**config.mk**
```make
export PLATFORM = sky130hd
export DESIGN_NAME = operand_entry_scan
export DESIGN_NICKNAME = d
export VERILOG_FILES = /design/src/rtl/operand_entry_scan.sv
export SDC_FILE = /design/constraint.sdc
export NUM_CORES = 1
export LEC_CHECK = 0
export CAP_MARGIN = 20
export CORE_MARGIN = 1
export CORE_UTILIZATION = 45
export CTS_CLUSTER_SIZE = 20
export DETAILED_ROUTE_END_ITERATION = 8
export MAX_ROUTING_LAYER = met4
export PLACE_DENSITY_LB_ADDON = 0.1
export RECOVER_POWER = 50
export SLEW_MARGIN = 40
export SYNTH_ARGS = -nofsm -noshare
export SYNTH_HDL_FRONTEND = slang
export SYNTH_SLANG_ARGS = --single-unit
```
**constraint.sdc**
```tcl
create_clock -name clk -period 5.05 [get_ports clk]
set_input_delay 0.505 -clock clk [delete_from_list [all_inputs] [get_ports clk]]
set_output_delay 0.505 -clock clk [all_outputs]
set_load 0.03 [all_outputs]
```
**src/rtl/operand_entry_scan.sv**
```systemverilog
// rtl/operand_entry_scan.sv - debounced operand entry and digit-scan generator
//
// Purpose: turns three raw pushbuttons into single-step edits of two 3-bit
// operands and produces the alternating display select for the comparator.
//
// Ports:
//   clk        in   system clock, rising edge
//   rst        in   synchronous active-high reset
//   btn_a_inc  in   raw button, increments A (mod 8)
//   btn_b_inc  in   raw button, increments B (mod 8)
//   btn_clr    in   raw button, clears A and B (wins over increments)
//   A, B       out  registered operands
//   sel        out  registered display select, 0 = A, 1 = B
//   upd        out  one-cycle pulse after A and/or B is written
module operand_entry_scan #(
  parameter int DEBOUNCE_CYCLES = 10000,
  parameter int SCAN_CYCLES     = 1000
) (
  input  logic       clk,
  input  logic       rst,
  input  logic       btn_a_inc,
  input  logic       btn_b_inc,
  input  logic       btn_clr,
  output logic [2:0] A,
  output logic [2:0] B,
  output logic       sel,
  output logic       upd
);

  localparam int CNT_W  = $clog2(DEBOUNCE_CYCLES);
  localparam int SCAN_W = (SCAN_CYCLES > 1) ? $clog2(SCAN_CYCLES) : 1;

  localparam logic [CNT_W-1:0]  CNT_LAST  = CNT_W'(DEBOUNCE_CYCLES - 1);
  localparam logic [SCAN_W-1:0] SCAN_LAST = SCAN_W'(SCAN_CYCLES - 1);

  localparam logic [1:0] S_RELEASED    = 2'd0;
  localparam logic [1:0] S_PRESS_CHK   = 2'd1;
  localparam logic [1:0] S_HELD        = 2'd2;
  localparam logic [1:0] S_RELEASE_CHK = 2'd3;

  // Button index: 0 = A increment, 1 = B increment, 2 = clear.
  logic [2:0]       w_btn_raw;
  logic [2:0]       r_sync1;
  logic [2:0]       r_sync2;
  logic [2:0]       r_press;
  logic [1:0]       r_state [3];
  logic [CNT_W-1:0] r_cnt   [3];

  logic [2:0]        r_a;
  logic [2:0]        r_b;
  logic              r_upd;
  logic              r_sel;
  logic [SCAN_W-1:0] r_scan_cnt;

  assign w_btn_raw = {btn_clr, btn_b_inc, btn_a_inc};

  // Two-flop synchronizers feed the debounce FSMs; the raw buttons are
  // never used anywhere else.
  always_ff @(posedge clk) begin
    if (rst) begin
      r_sync1 <= '0;
      r_sync2 <= '0;
      r_press <= '0;
      for (int i = 0; i < 3; i++) begin
        r_state[i] <= S_RELEASED;
        r_cnt[i]   <= '0;
      end
    end else begin
      r_sync1 <= w_btn_raw;
      r_sync2 <= r_sync1;
      r_press <= '0;
      for (int i = 0; i < 3; i++) begin
        case (r_state[i])
          S_RELEASED: begin
            if (r_sync2[i]) begin
              r_state[i] <= S_PRESS_CHK;
              r_cnt[i]   <= '0;
            end
          end
          S_PRESS_CHK: begin
            if (!r_sync2[i]) begin
              r_state[i] <= S_RELEASED;
            end else if (r_cnt[i] == CNT_LAST) begin
              // Only this transition produces a pulse, so holding never repeats.
              r_state[i] <= S_HELD;
              r_press[i] <= 1'b1;
            end else begin
              r_cnt[i] <= r_cnt[i] + CNT_W'(1);
            end
          end
          S_HELD: begin
            if (!r_sync2[i]) begin
              r_state[i] <= S_RELEASE_CHK;
              r_cnt[i]   <= '0;
            end
          end
          S_RELEASE_CHK: begin
            // A short low dip returns to HELD silently.
            if (r_sync2[i]) begin
              r_state[i] <= S_HELD;
            end else if (r_cnt[i] == CNT_LAST) begin
              r_state[i] <= S_RELEASED;
            end else begin
              r_cnt[i] <= r_cnt[i] + CNT_W'(1);
            end
          end
          default: begin
            r_state[i] <= S_RELEASED;
            r_cnt[i]   <= '0;
          end
        endcase
      end
    end
  end

  // Operand registers; clear beats both increments in the same cycle.
  always_ff @(posedge clk) begin
    if (rst) begin
      r_a   <= '0;
      r_b   <= '0;
      r_upd <= 1'b0;
    end else begin
      r_upd <= |r_press;
      if (r_press[2]) begin
        r_a <= '0;
        r_b <= '0;
      end else begin
        if (r_press[0]) r_a <= r_a + 3'd1;
        if (r_press[1]) r_b <= r_b + 3'd1;
      end
    end
  end

  // Free-running scan: sel toggles on each counter wrap.
  always_ff @(posedge clk) begin
    if (rst) begin
      r_scan_cnt <= '0;
      r_sel      <= 1'b0;
    end else if (r_scan_cnt == SCAN_LAST) begin
      r_scan_cnt <= '0;
      r_sel      <= ~r_sel;
    end else begin
      r_scan_cnt <= r_scan_cnt + SCAN_W'(1);
    end
  end

  assign A   = r_a;
  assign B   = r_b;
  assign sel = r_sel;
  assign upd = r_upd;

endmodule

```
# Word level (Yosys, flattened, before mapping)
# Memory sizes are Yosys's and may differ from the RTL's.
# Cells that the tools add are included.
word_totals:
  mem_bits_rw: 48
  output_inout_bits: 8
  ff_bits: 27
  inputBits: 5
  elab_cells: 194
  n_memories: 2
memory_table:
  columns: ["name", "words", "word_bits", "read_ports", "rd_clocked_by_memory_dff", "wr", "line_no", "text"]
  rows:
  - ["r_cnt", 3, 14, 3, 0, 3, "47", "logic [CNT_W-1:0] r_cnt [3];"]
  - ["r_state", 3, 2, 3, 0, 3, "46", "logic [1:0] r_state [3];"]
classes:
  n_bitwise: 31
  addsub: 6
  reduce_logical: 6
  eq_ne: 13
  n_mux: 128
op_table:
  columns: ["cell", "count"]
  rows:
  - ["two-way mux 14 bit", 12]
  - ["two-way mux 1 bit", 98]
  - ["adder 14 x 1 -> 14 bit (second input constant)", 3]
  - ["equality test 14 bit (second input constant)", 3]
  - ["two-way mux 2 bit", 18]
  - ["bitwise OR 1 bit", 30]
  - ["equality test 2 bit (second input constant)", 6]
  - ["adder 10 x 1 -> 10 bit (second input constant)", 1]
  - ["equality test 10 bit (second input constant)", 1]
  - ["adder 3 x 1 -> 3 bit (second input constant)", 2]
  - ["equality test 2 x 1 -> 1 bit (second input constant)", 3]
  - ["zero test 2 bit", 3]
  - ["OR reduction 2 bit", 2]
  - ["OR reduction 3 bit", 1]
  - ["inverter 1 bit", 1]

# Depth between registers and ports, before layout
logic_depth:
  ltp_word: 10
  depth_mapped: 7
  depth_no_buf: 6

# Worst setup path after synthesis
# Ideal clock, no wire load.
synth_path:
  path_kind: "flip-flop to flip-flop"
  start: "memory r_cnt[1][4] (netlist bit)"
  end: "memory r_cnt[1][10] (netlist bit), data pin"
  synth_period_minus_slack_ns: 2.163
  required_ns: 4.793
  t_arrival_ns: 1.907
  n_path_buf: 1
  path_stages_with_launch: 6
  setup_time_ns: 0.257
  setup_slack_ns: 2.887
  cell_sequence: "edfxtp_1 or4b_2 o41ai_2 nand2b_1 buf_2 nor2_1"
synth_lines:
  columns: ["item", "line_no"]
  rows:
  - ["start: declaration", "47"]

==> summary.txt <==
Final layout
  – Most common cell after layout, fill and taps aside: nor2_1
  – Number of fill cells: roughly 730
  – Area growth from synthesis to layout: 10.8%
  – Fraction of layout cells with a size suffix above 1: under 10%
  – Most frequent cells in the layout: nor2_1, edfxtp_1, dfxtp_1, xnor2_1, nand2_1
  – ANT cells: 0
  – Final #Nets: roughly 380
  – Final core occ: 52.3%

STA
  – Hold_ws: 444 ps
  – Worst Skew: slightly above 8 ps
  – Least-Margin Pin Slew: between 1000 and 1500 ps
  – Setup TNS: 0 ps
  – Final setup vio count: 0
  – Final hold vios: 0
  – Period Utilization, post-route: 63.1%
  – Fin. max-slew vios: 0
  – Final worst setup slack: approximately 1900 ps
  – Fin crit period: between 3000 and 4000 ps
  – RSZ-0062 raised after global routing: false
  – Max frequency: between 300 and 400 MHz
  – Max_slew headroom: 20.0%

Power and ir drop
  – Total power: roughly 1.7 mW
  – Leak Pwr: 1.46 nW
  – PD cells: 422 nW/um^2
  – Worst VDD drop: 196 uV

Global routing
  – First-pass GRT wire length: around 11000 um
  – Initial antenna violation count: 0
  – Gr ovfl total: 0
  – Vias in the first global route: 2365
  – GRT Resource Usage Total: ~16%
  – Largest net degree at the start of global routing: 19

Clock tree
  – TritonCTS Buffers: 9
  – Clk_lat worst skew: between 300 and 400 ps
  – CTS root buffer: clkbuf_8
  – Clk sink count: 75
  – Post-CTS Resized: 0
  – Hold buffers post-CTS: 0
  – Post-CTS setup repair buffer count: 0
  – CTS clk-pin slew, worst paths: ~80 ps
  – CTS tree: built
  – CTS H-tree depth: 3
  – Clock Tree Buf Depth: 2

Worst setup path
  – CP required: 5120 ps
  – CP max stage delay: 1000 ps
  – CP Class: reg2reg
  – CP startpoint kind: register
  – Worst Setup End Kind: register
  – Setup slack, reg-to-reg: between 1500 and 2000 ps
  – Reg2reg start: r_cnt[0][6]
  – Worst-path fanout max: 14
  – Reg2reg end: r_cnt[0][4]
  – Slowest cell on the critical path: nor4_1
  – R2r worst-path depth: 4
  – Worst-path cell chain: or4b_2 > nor4_1 > nand4bb_1 > nor2_1
  – Crit path DAT: roughly 3300 ps

Logic synthesis
  – Mux cell area share after synthesis: between 1 and 1.5%
  – Asr flop ratio synth: 0%
  – Syn_area_per_cell: 10.5 um^2
  – Synth Flop Type: edfxtp_1
  – Yosys reg bits: 75
  – Synth Area in Simple Gates: about a quarter
  – Netlist cell types: 46
  – Cells after Synth: 353
  – Combinational family with the most area after synthesis: simple AND/OR/NAND/NOR gates
  – Post-Synth Adder-Cell Area: under 10%
  – Synth warnings: 0
  – Post-synth EDFFs: 48
  – Netlist Area Pre-Place: 3710 um^2
  – Post-synthesis compound-gate area fraction: between 4 and 5%
  – Xor-xnor portion of the synthesized cell area: 11.8%
  – Sequential cell area fraction in the yosys report: around 53%
  – Mapped Nets: between 300 and 400

Route
  – Routed Antenna Nets: 0
  – Routed WL: between 6000 and 7000 um
  – Via count: 2434
  – Average via count per standard cell: just over 5
  – Initial DRC count: 88
  – Drt pass-1 iters: 4
  – Drt drc: 0
  – Drt wl/cell: approximately 13 um

Placement
  – Port bufs: 12
  – GPL Wtd Cong: just under 0.8
  – HPWL Detailed: just over 4000 um
  – Dpl ws: 2320 ps

Die
  – I/O pin cnt: 13
  – Starting Density: between 40% and 50%
  – Die area: about 8600 um^2
  – Die Ht: slightly above 90 um
  – Core area: ~8000 um^2
  – Die W: approximately 93 um
  – Rows: 32

Worst hold path
  – Hold Crit Class: reg2reg
  – Hold Path Origin: r_scan_cnt[0]
  – Hold-critical path endpoint: r_scan_cnt[0]
  – Hold path depth: 1

Run status
  – Outcome: complete, no violations

Job
  – Maxcap violations: 0
area by class of cell:
class,instances,area [um^2],area share (%)
multi-input combinational,260,1630,39.8
sequential,75,1980,48.3
clock buffer,14,205,5.00
timing repair buffer,13,124,3.02
tap,102,128,3.11
clock inverter,2,11.3,0.274
inverter,6,22.5,0.548
power breakdown:
group          total [mW]  internal [mW]  switching, mW
Sequential          0.942          0.807          0.135
Clock               0.484          0.265          0.219
Combinational       0.305          0.142          0.163
metal layers:
metal  global-route usage (%)  vias to the layer above  share of wire (%)
li1                         -                     1257                  -
met1                     19.7                     1140                 49
met2                     25.3                       28                 46
met3                     5.91                        9                3.7
met4                     6.28                        0                1.1
met5                        -                        -                  0
cells by family (layout without fill, tap and decap cells):
kind of cell,count (synthesis),in the layout
simple gates,178,178
flops,75,75
xor+xnor,50,50
compound gates,22,22
buf+inv,18,35
fa+ha+maj,6,6
mux,4,4
through the flow:
| step | area (um^2) | cells |
|---|---|---|
| floorplan | 3710 | 353 |
| global placement | 3910 | 456 |
| detailed placement | 3910 | 456 |
| CTS | 4130 | 472 |
| global route | 4110 | 472 |
| finish | 4110 | 472 |
critical path: cells and delay by family, from the launching register on:
family / cells / cell delay [ps]
flops: 1 / 490
simple gates: 4 / 2420
cell usage after synthesis, types with 2 or more instances:
cell type / instances / area share (%)
xor2_1: 24 / 5.7
nand3b_1: 2 / 0.40
or2_2: 5 / 0.84
o21ai_0: 2 / 0.27
mux2i_1: 4 / 1.1
or2b_1: 2 / 0.40
or4b_1: 2 / 0.54
edfxtp_1: 48 / 39
inv_1: 6 / 0.61
or4b_2: 2 / 0.54
ha_1: 6 / 2.0
nor3_1: 8 / 1.1
clkbuf_1: 7 / 0.71
xnor2_1: 26 / 6.1
buf_2: 4 / 0.54
and4_1: 4 / 0.94
nor2b_1: 9 / 1.5
nand3_1: 9 / 1.2
a21oi_1: 6 / 0.81
nor2_1: 70 / 7.1
nor4bb_1: 3 / 0.81
nand2b_1: 2 / 0.34
or3b_2: 2 / 0.47
a21o_1: 3 / 0.61
o211ai_1: 3 / 0.61
and3_1: 11 / 1.9
or3_1: 3 / 0.51
nand4_1: 11 / 1.9
nand2_1: 25 / 2.5
nor4b_1: 2 / 0.47
dfxtp_1: 27 / 15
registers in the layout, indices dropped and copies added, names as in the netlist:
signal / flops
r_scan_cnt: 10
upd: 1
sel: 1
B: 3
A: 3
r_press: 3
r_sync2: 3
r_cnt: 42
r_state: 6
r_sync1: 3
how the worst max path moves through the flow:
stage	from	to
after floorplan	r_cnt[1][4]	r_cnt[1][10]
after global placement	rst	r_state[1][0]
final	r_cnt[0][6]	r_cnt[0][4]
after global routing	r_cnt[0][6]	r_cnt[0][2]
after CTS	r_cnt[0][6]	r_cnt[0][4]
after detailed placement	rst	r_state[1][0]
Note: power is estimated with default switching activity, not from simulation.
